File: src/rtl/dispatch_queue_pkg.sv
// dispatch_queue_pkg: constants and types shared by the dispatch queue slice.
//   - ALU operation / result-select codes used by the decode->execute bundle
//   - DISPATCH_DEPTH_DEFAULT: default FIFO depth
//   - dq_entry_t: one stored decoder bundle
package dispatch_queue_pkg;

    localparam int unsigned DISPATCH_DEPTH_DEFAULT = 4;

    localparam logic [7:0] ALU_NOP  = 8'h00;
    localparam logic [7:0] ALU_ORI  = 8'h25;
    localparam logic [7:0] ALU_ADDI = 8'h55;
    localparam logic [7:0] ALU_SLTI = 8'h57;

    localparam logic [2:0] ALU_SEL_NOP   = 3'b000;
    localparam logic [2:0] ALU_SEL_LOGIC = 3'b001;
    localparam logic [2:0] ALU_SEL_ARITH = 3'b100;

    typedef struct packed {
        logic [31:0] pc;
        logic [31:0] inst;
        logic [31:0] imm;
        logic [7:0]  aluop;
        logic [2:0]  alusel;
        logic        reg_write_en;
        logic [4:0]  reg_write_addr;
        logic        reg1_read_en;
        logic [4:0]  reg1_read_addr;
        logic        reg2_read_en;
        logic [4:0]  reg2_read_addr;
        logic        ine;
    } dq_entry_t;

    localparam dq_entry_t DQ_ENTRY_RESET = '{aluop: ALU_NOP, alusel: ALU_SEL_NOP, default: '0};

endpackage

File: src/rtl/dispatch_scoreboard.sv
// dispatch_scoreboard: 32-entry register busy table.
//   set_en/set_addr : mark a destination in flight (issue); r0 is never marked
//   clr_en/clr_addr : writeback clears the bit; a same-cycle set of the same
//                     register wins
//   rd1_*/rd2_*     : source query, hazard=1 when an enabled source is busy
// Build option DISPATCH_WB_BYPASS_EN: the current-cycle writeback clear is
// applied to the query combinationally.
module dispatch_scoreboard (
    input  logic       clk,
    input  logic       rst_n,
    input  logic       set_en,
    input  logic [4:0] set_addr,
    input  logic       clr_en,
    input  logic [4:0] clr_addr,
    input  logic       rd1_en,
    input  logic [4:0] rd1_addr,
    input  logic       rd2_en,
    input  logic [4:0] rd2_addr,
    output logic       hazard
);

    logic [31:0] busy;
    logic [31:0] busy_view;

    // The set is written after the clear so it takes priority on a collision.
    always_ff @(posedge clk or negedge rst_n) begin
        if (!rst_n) begin
            busy <= '0;
        end else begin
            if (clr_en) begin
                busy[clr_addr] <= 1'b0;
            end
            if (set_en && (set_addr != 5'd0)) begin
                busy[set_addr] <= 1'b1;
            end
        end
    end

    always_comb begin
        busy_view = busy;
`ifdef DISPATCH_WB_BYPASS_EN
        if (clr_en) begin
            busy_view[clr_addr] = 1'b0;
        end
`endif
        busy_view[0] = 1'b0;
    end

    assign hazard = (rd1_en && busy_view[rd1_addr]) || (rd2_en && busy_view[rd2_addr]);

endmodule

File: src/rtl/dispatch_queue.sv
// dispatch_queue: in-order decode->execute buffer with register scoreboard.
//   in_*  : decoder bundle, accepted when in_valid && in_ready
//   out_* : head entry fields, issued when out_valid && out_ready
//   wb_*  : writeback port clearing scoreboard busy bits
//   flush : empties the queue (scoreboard kept), count: occupancy
// Build option DISPATCH_WB_BYPASS_EN (see dispatch_scoreboard).
module dispatch_queue
    import dispatch_queue_pkg::*;
#(
    parameter int unsigned DEPTH = DISPATCH_DEPTH_DEFAULT,
    localparam int unsigned PTR_W = $clog2(DEPTH)
) (
    input  logic             clk,
    input  logic             rst_n,
    input  logic             flush,
    input  logic             in_valid,
    output logic             in_ready,
    input  logic [31:0]      in_pc,
    input  logic [31:0]      in_inst,
    input  logic             in_inst_valid,
    input  logic             in_reg_write_en,
    input  logic [4:0]       in_reg_write_addr,
    input  logic [7:0]       in_aluop,
    input  logic [2:0]       in_alusel,
    input  logic [31:0]      in_imm,
    input  logic             in_reg1_read_en,
    input  logic             in_reg2_read_en,
    input  logic [4:0]       in_reg1_read_addr,
    input  logic [4:0]       in_reg2_read_addr,
    output logic             out_valid,
    input  logic             out_ready,
    output logic [31:0]      out_pc,
    output logic [31:0]      out_inst,
    output logic [31:0]      out_imm,
    output logic [7:0]       out_aluop,
    output logic [2:0]       out_alusel,
    output logic             out_reg_write_en,
    output logic [4:0]       out_reg_write_addr,
    output logic [4:0]       out_reg1_read_addr,
    output logic [4:0]       out_reg2_read_addr,
    output logic             out_reg1_read_en,
    output logic             out_reg2_read_en,
    output logic             out_ine,
    input  logic             wb_en,
    input  logic [4:0]       wb_addr,
    output logic [PTR_W:0]   count
);

    localparam logic [PTR_W:0] FULL_COUNT = (PTR_W + 1)'(DEPTH);

    dq_entry_t          mem [DEPTH];
    dq_entry_t          head;
    dq_entry_t          new_entry;
    logic [PTR_W-1:0]   wr_ptr;
    logic [PTR_W-1:0]   rd_ptr;
    logic               hazard;
    logic               push;
    logic               pop;

    assign in_ready  = (count != FULL_COUNT);
    assign head      = mem[rd_ptr];
    assign out_valid = (count != '0) && !hazard && !flush;
    assign push      = in_valid && in_ready && !flush;
    assign pop       = out_valid && out_ready;

    // Unrecognised opcodes are neutralised on entry so they never touch the
    // scoreboard and execute sees a NOP flagged with ine.
    always_comb begin
        new_entry.pc             = in_pc;
        new_entry.inst           = in_inst;
        new_entry.imm            = in_imm;
        new_entry.reg_write_addr = in_reg_write_addr;
        new_entry.reg1_read_addr = in_reg1_read_addr;
        new_entry.reg2_read_addr = in_reg2_read_addr;
        new_entry.aluop          = in_aluop;
        new_entry.alusel         = in_alusel;
        new_entry.reg_write_en   = in_reg_write_en;
        new_entry.reg1_read_en   = in_reg1_read_en;
        new_entry.reg2_read_en   = in_reg2_read_en;
        new_entry.ine            = 1'b0;
        if (!in_inst_valid) begin
            new_entry.aluop        = ALU_NOP;
            new_entry.alusel       = ALU_SEL_NOP;
            new_entry.reg_write_en = 1'b0;
            new_entry.reg1_read_en = 1'b0;
            new_entry.reg2_read_en = 1'b0;
            new_entry.ine          = 1'b1;
        end
    end

    always_ff @(posedge clk or negedge rst_n) begin
        if (!rst_n) begin
            mem    <= '{default: DQ_ENTRY_RESET};
            wr_ptr <= '0;
            rd_ptr <= '0;
            count  <= '0;
        end else if (flush) begin
            wr_ptr <= '0;
            rd_ptr <= '0;
            count  <= '0;
        end else begin
            if (push) begin
                mem[wr_ptr] <= new_entry;
                wr_ptr      <= wr_ptr + 1'b1;
            end
            if (pop) begin
                rd_ptr <= rd_ptr + 1'b1;
            end
            case ({push, pop})
                2'b10:   count <= count + 1'b1;
                2'b01:   count <= count - 1'b1;
                default: count <= count;
            endcase
        end
    end

    dispatch_scoreboard u_scoreboard (
        .clk      (clk),
        .rst_n    (rst_n),
        .set_en   (pop && head.reg_write_en),
        .set_addr (head.reg_write_addr),
        .clr_en   (wb_en),
        .clr_addr (wb_addr),
        .rd1_en   (head.reg1_read_en),
        .rd1_addr (head.reg1_read_addr),
        .rd2_en   (head.reg2_read_en),
        .rd2_addr (head.reg2_read_addr),
        .hazard   (hazard)
    );

    assign out_pc             = head.pc;
    assign out_inst           = head.inst;
    assign out_imm            = head.imm;
    assign out_aluop          = head.aluop;
    assign out_alusel         = head.alusel;
    assign out_reg_write_en   = head.reg_write_en;
    assign out_reg_write_addr = head.reg_write_addr;
    assign out_reg1_read_en   = head.reg1_read_en;
    assign out_reg1_read_addr = head.reg1_read_addr;
    assign out_reg2_read_en   = head.reg2_read_en;
    assign out_reg2_read_addr = head.reg2_read_addr;
    assign out_ine            = head.ine;

endmodule

File: config.mk
export PLATFORM = sky130hd
export DESIGN_NAME = dispatch_queue
export DESIGN_NICKNAME = d
export VERILOG_FILES = /design/src/rtl/dispatch_queue_pkg.sv /design/src/rtl/dispatch_scoreboard.sv /design/src/rtl/dispatch_queue.sv
export SDC_FILE = /design/constraint.sdc
export NUM_CORES = 1
export LEC_CHECK = 0
export CAP_MARGIN = 30
export CORE_UTILIZATION = 51
export DETAILED_ROUTE_END_ITERATION = 10
export PLACE_DENSITY = 0.77
export SKIP_CTS_REPAIR_TIMING = 1
export SLEW_MARGIN = 25
export SYNTH_ARGS = -nofsm -noshare
export SYNTH_HDL_FRONTEND = slang
export SYNTH_SLANG_ARGS = --single-unit
File: constraint.sdc
create_clock -name clk -period 3.45 [get_ports clk]
set_input_delay 0.69 -clock clk [delete_from_list [all_inputs] [get_ports clk]]
set_output_delay 0.69 -clock clk [all_outputs]
set_load 0.02 [all_outputs]
Word level (Yosys, flattened, before mapping)
Index checks and enable logic that the tools add are counted.
{"block": "word_totals", "ff_bits": 543, "latchBits": 0, "ram_bits": 0, "romBits": 0, "in_bits": 137, "out_inout_bits": 131, "memories": 0}
{"block": "op_classes", "add_sub_neg": 4, "multipliers": 0, "div": 0, "magnitude_cmp": 9, "eq_ne": 3, "n_shift": 0, "mux": 26, "bitwise": 6, "n_reduce_logical": 21}
{"cell": "$bwmux 504", "n": 1}
{"cell": "$mux 126", "n": 3}
{"cell": "$bmux 126 s2", "n": 1}
{"cell": "$demux 126 s2", "n": 1}
{"cell": "$mux 32", "n": 2}
{"cell": "$and 32x32->32", "n": 1}
{"cell": "$not 32->32", "n": 1}
{"cell": "$or 32x32->32", "n": 1}
{"cell": "$lt 5x6->1 const B", "n": 4}
{"cell": "$logic_and 1x1->1", "n": 12}
{"cell": "$mux 12", "n": 1}
{"cell": "$bmux 1 s5", "n": 2}
{"cell": "$demux 1 s5", "n": 2}
{"cell": "$ge 5x1->1 const B", "n": 2}
{"cell": "$mux 2", "n": 4}
{"cell": "$mux 1", "n": 7}
{"cell": "$ge 3x3->1 const B", "n": 2}
{"cell": "$not 2->3", "n": 2}
{"cell": "$pmux 3 s2", "n": 1}
{"cell": "$reduce_bool 3->1", "n": 2}
{"cell": "$reduce_bool 5->1", "n": 1}
{"cell": "$add 2x1->2 const B", "n": 2}
{"cell": "$reduce_bool 2->1", "n": 2}
{"cell": "$add 3x1->3 const B", "n": 1}
{"cell": "10 further kinds", "n": 11}

Longest topological paths before layout
{"block": "logic_depth", "ltp_word": 15, "ltp_mapped": 14, "mapped_depth_nobuf": 11}

Hierarchy
From an unflattened synthesis, not the netlist that was laid out.
{"block": "hier_totals", "cells_unflattened": 1548, "hier_area_um2": 24285.8}
{"mod": "dispatch_queue", "instances": 1, "cells_per_inst": 1368, "area_each_um2": 22401.5, "seq_area_each_um2": 12787.3}
{"mod": "dispatch_scoreboard", "instances": 1, "cells_per_inst": 180, "area_each_um2": 1884.3, "seq_area_each_um2": 775.7}

Worst setup path after synthesis
No wires, ideal clock.
{"block": "synth_path", "kind": "register to register", "from": "register rd_ptr[0]", "to": "register count[2]", "setup_ns": 0.128, "arrival_ns": 3.515, "slack_ns": -0.193, "path_stages_with_launch": 15, "period_less_slack_ns": 3.643, "path_cell_list": "dfrtp_1 > buf_6 > mux4_2 > buf_4 > buf_4 > mux2i_1 > a22oi_1 > a21oi_1 > nor4_1 > nor3_4 > and2_1 > fa_1 > and3_1 > mux2i_1 > mux2_1"}
{"block": "synth_via", "elab_chain_cells": 15, "elab_cells_between_ends": 20, "classes_between": "eq/ne (2); mux (9); bitwise (1); reduce/logical (8)"}
{"element": "start, declared", "line_no": "dispatch_queue.sv:55", "rtl": "logic [PTR_W-1:0] rd_ptr;"}
{"element": "start signal, assigned", "line_no": "dispatch_queue.sv:107", "rtl": "rd_ptr <= rd_ptr + 1'b1;"}
{"element": "$not 2->3 (implied by the code) *", "line_no": "dispatch_queue.sv:61", "rtl": "assign head = mem[rd_ptr];"}
{"element": "$bmux 126 s2 *", "line_no": "dispatch_queue.sv:61"}
{"element": "$mux 126 (implied by the code) * (2 in a row)", "line_no": "dispatch_queue.sv:61"}
{"element": "named net out_reg2_read_addr[2]", "line_no": "dispatch_queue.sv:40", "rtl": "output logic [4:0] out_reg2_read_addr,"}
{"element": "$bmux 1 s5 *", "line_no": "dispatch_scoreboard.sv:49", "rtl": "assign hazard = (rd1_en && busy_view[rd1_addr]) || (rd2_en && busy_view[rd2_addr]);"}
{"element": "$mux 1 (implied by the code) *", "line_no": "dispatch_scoreboard.sv:49"}
{"element": "$logic_and 1x1->1 *", "line_no": "dispatch_scoreboard.sv:49"}
{"element": "$logic_or 1x1->1 *", "line_no": "dispatch_scoreboard.sv:49"}
{"element": "$logic_not 1->1 *", "line_no": "dispatch_queue.sv:62", "rtl": "assign out_valid = (count != '0) && !hazard && !flush;"}
{"element": "$logic_and 1x1->1 * (2 in a row)", "line_no": "dispatch_queue.sv:62"}
{"element": "$logic_and 1x1->1 *", "line_no": "dispatch_queue.sv:64", "rtl": "assign pop = out_valid && out_ready;"}
{"element": "$eq 2x1->1 or $eq 2x2->1 (tied branches)", "line_no": "dispatch_queue.sv:109", "rtl": "case ({push, pop})"}
{"element": "$pmux 3 s2", "line_no": "dispatch_queue.sv:109"}
{"element": "$mux 3", "line_no": "dispatch_queue.sv:97", "rtl": "end else if (flush) begin"}
{"element": "end signal, assigned", "line_no": "dispatch_queue.sv:110", "rtl": "2'b10: count <= count + 1'b1;"}
{"element": "end signal, assigned", "line_no": "dispatch_queue.sv:111", "rtl": "2'b01: count <= count - 1'b1;"}
{"element": "end signal, assigned", "line_no": "dispatch_queue.sv:112", "rtl": "default: count <= count;"}
{"element": "end, declared", "line_no": "dispatch_queue.sv:46", "rtl": "output logic [PTR_W:0] count"}
The timed path passes the listed nets; every way through them passes the cells marked *. The select of a mux whose other input is x is not followed.
A chain may end at the register's enable or synchronous reset.

Worst setup path in the final report
{"block": "layout_path", "from": "register rd_ptr[0]", "to": "output out_valid"}
{"block": "layout_via", "elab_chain_cells": 11, "elab_cells_between_ends": 14, "classes_between": "mux (7); bitwise (1); reduce/logical (6)"}
{"element": "$not 2->3 (implied by the code) *", "line_no": "dispatch_queue.sv:61"}
{"element": "$bmux 126 s2 *", "line_no": "dispatch_queue.sv:61"}
{"element": "$mux 126 (implied by the code) * (2 in a row)", "line_no": "dispatch_queue.sv:61"}
{"element": "$bmux 1 s5", "line_no": "dispatch_scoreboard.sv:49"}
{"element": "$mux 1 (implied by the code)", "line_no": "dispatch_scoreboard.sv:49"}
{"element": "$logic_and 1x1->1", "line_no": "dispatch_scoreboard.sv:49"}
{"element": "$logic_or 1x1->1 *", "line_no": "dispatch_scoreboard.sv:49"}
{"element": "$logic_not 1->1 *", "line_no": "dispatch_queue.sv:62"}
{"element": "$logic_and 1x1->1 * (2 in a row)", "line_no": "dispatch_queue.sv:62"}
{"element": "end, declared", "line_no": "dispatch_queue.sv:30", "rtl": "output logic out_valid,"}
Every way passes the cells marked *; elsewhere a longest branch is shown, timed or not. The select of a mux whose other input is x is not followed.

==> reports/results.tsv <==
metric	value	unit
synth_top_cell_by_area	dfrtp_1	
cellPowerDensity	832	nW/um^2
hpwl	35.2	mm
ant_nets	0	
crit_type	reg2out	
hold_viol	0	
multi_input_area	9940	um^2
start_util	52.1	%
drive_above_1_share	40.5	%
drtIter0Drc	856	
post-place-ws	-249	ps
p_int	17.6	mW
regArea	13600	um^2
cts_sinks	542	
pwr-share-clk	26.3	%
synth_seq_area_share	57.0	%
finalWorstSetupSlack	-340	ps
layout_min_cycle_time	3790	ps
place_congestion	0.901	
rsz0062_at_grt	yes	
grtUsageTotal	23.7	%
fp.dieH	218	um
die-area	47600	um^2
cp_cell_sequence	buf_12 > mux4_2 > buf_4 > buf_4 > nor2b_1 > a22oi_1 > a21oi_2 > nor4_4 > nor4_2 > buf_2	
min_path_type	in2async	
wire_per_inst	22.0	um
cts_tree	yes	
ff2ff_path_depth	15	
synth_top_area_share	57.0	%
die_w	218	um
yosysUniqueCellTypes	45	
status	finished, violations left	
clock-root-buffer	clkbuf_16	
syn_area	23800	um^2
switching_share	29.4	%
crit_required	2760	ps
p_seq_share	39.8	%
yosysWarningCount	0	
max_freq	264	MHz
cp.depth	10	
vias	14400	
ys_top_cells_by_area	dfrtp_1 (57%), mux2_2 (21%), mux4_2 (12%)	
yosys_register_bits	542	
nets	1999	
io_buffers	267	
routed_wl	55.0	mm
drv_cap	0	
end_kind	primary output	
cts_buffer_depth	3	
io_pins	268	
async_flop_share	100	%
ys.flop_type	dfrtp_1	
cts_buffers	57	
synth_edf_count	0	
peakVddDrop	0.576	mV
slew_violations	0	
area_growth	25.8	%
postSynthCellCount	1555	
slowest_stage	mux4_2	
syn_nets	1697	
power	24.9	mW
critical_path.max_fanout	10	
cp_top_family	buffers and inverters	
num_rows	78	
fin_crit_sh	110	%
violations	negative setup slack	
relSlewSlack	36.1	%
skew	25.2	ps
antenna_found_initial	2	
startpoint_type	register	
overflow	0	
grt_pass1_wl	87.9	mm
switchingPower	7.34	mW
vias_per_cell	5.77	
grt_pass1_vias	15700	
rrSetupSlack	-290	ps
cts-htree-levels	2	
dr.pass1.iters	5	
drc_errors	0	
clk_pin_slew	60	ps
core_area	45700	um^2
grt_max_degree	91	
power_leakage	13.2	nW
arrival	3100	ps
crit_top_cell	buf_4	
clk_latency	600	ps
max_stage_delay	560	ps
tightest_slew	955	ps
crit_buf_inv	4	
p_comb_share	33.9	%
synth.avg_cell_area	15.3	um^2
setup_viol	35	
nFillCells	3268	
==> layout by cell type, fill, tap and decap left out, types with 9 or more instances in the layout <==
master / Yosys / routed
clkdlybuf4s50_1: 0 / 232
clkbuf_8: 0 / 14
buf_4: 3 / 49
nor2_1: 14 / 14
buf_12: 0 / 20
nand2b_1: 10 / 10
bufinv_16: 0 / 9
mux2i_1: 30 / 29
o21ai_0: 122 / 122
clkbuf_16: 0 / 60
mux2_2: 445 / 445
nand2_1: 94 / 90
mux4_2: 127 / 127
dlymetal6s2s_1: 0 / 33
dfrtp_1: 542 / 540
==> cells in the mapped netlist, types with 3 or more instances <==
| master | count |
|---|---|
| a21oi_1 | 4 |
| a22oi_1 | 4 |
| buf_1 | 31 |
| buf_2 | 5 |
| buf_4 | 3 |
| clkbuf_1 | 57 |
| dfrtp_1 | 542 |
| ha_1 | 4 |
| inv_1 | 4 |
| mux2_2 | 445 |
| mux2i_1 | 30 |
| mux4_2 | 127 |
| nand2_1 | 94 |
| nand2b_1 | 10 |
| nand3_1 | 5 |
| nand3b_1 | 8 |
| nor2_1 | 14 |
| nor2b_1 | 5 |
| nor4_1 | 3 |
| o21ai_0 | 122 |
| o22ai_1 | 5 |
==> routing by layer <==
metal / share of wire (%) / GRT usage, % / vias up
met5: 0.022 / 0 / -
met4: 1.9 / 6.69 / 2
met3: 5.6 / 5.51 / 79
met2: 50 / 39.3 / 313
met1: 43 / 31.3 / 7678
li1: - / - / 6366
==> final cells by class <==
class	count	area share, %
Clock inverter	23	1.22
Inverter	4	0.0501
Antenna cell	1	0.00835
Tap cell	600	2.51
Multi-Input combinational cell	911	33.2
Sequential cell	542	45.3
Clock buffer	80	5.59
Timing Repair Buffer	341	12.1
==> registers in the layout, indices dropped and copies added (netlist names) <==
register / cells
count: 3
mem: 504
rd_ptr: 2
u_scoreboard.busy: 31
wr_ptr: 2
==> logic make-up after synthesis <==
| family | synth area share, % |
|---|---|
| AOI/OAI and AO/OA | 3.20 |
| DFF | 57.0 |
| and+or+nand+nor | 3.13 |
| xor gates and xnor gates | 0.142 |
| muxes | 34.5 |
| buffers and inverters | 1.74 |
| adders and majority gates | 0.294 |
==> stage by stage <==
step / TNS [ps] / cell area [um^2] / util (%) / instances / hold slack [ps]
after floorplan: 0 / 23800 / - / 1555 / 394
final: -4950 / 30000 / 65.6 / 2502 / 116
after global placement: -605 / 27600 / 60.4 / 2383 / 456
after detailed placement: -606 / 27600 / 60.4 / 2383 / 467
after global routing: -11230 / 30000 / 65.6 / 2501 / 151
after CTS: -50410 / 29600 / 64.8 / 2486 / 136
==> final timing paths <==
check | start | to
setup / recovery | rd_ptr[0] | out_valid
hold / removal | rst_n | mem[38]
setup reg to reg | rd_ptr[0] | count[2]
hold reg to reg | mem[23] | mem[23]
max in group asynchronous | rst_n | mem[193]
min in group clk | mem[23] | mem[23]
==> power by group through the flow <==
stage | clock network (mW) | registers, mW | logic [mW]
2_1_floorplan | 0 | 9.55 | 5.50
3_3_place_gp | 0 | 9.83 | 8.17
3_5_place_dp | 0 | 10.0 | 8.37
4_1_cts | 6.70 | 9.91 | 8.42
5_1_grt | 6.95 | 10.2 | 9.00
6_report | 6.55 | 9.93 | 8.44
Power figures use the tool's default switching activity.
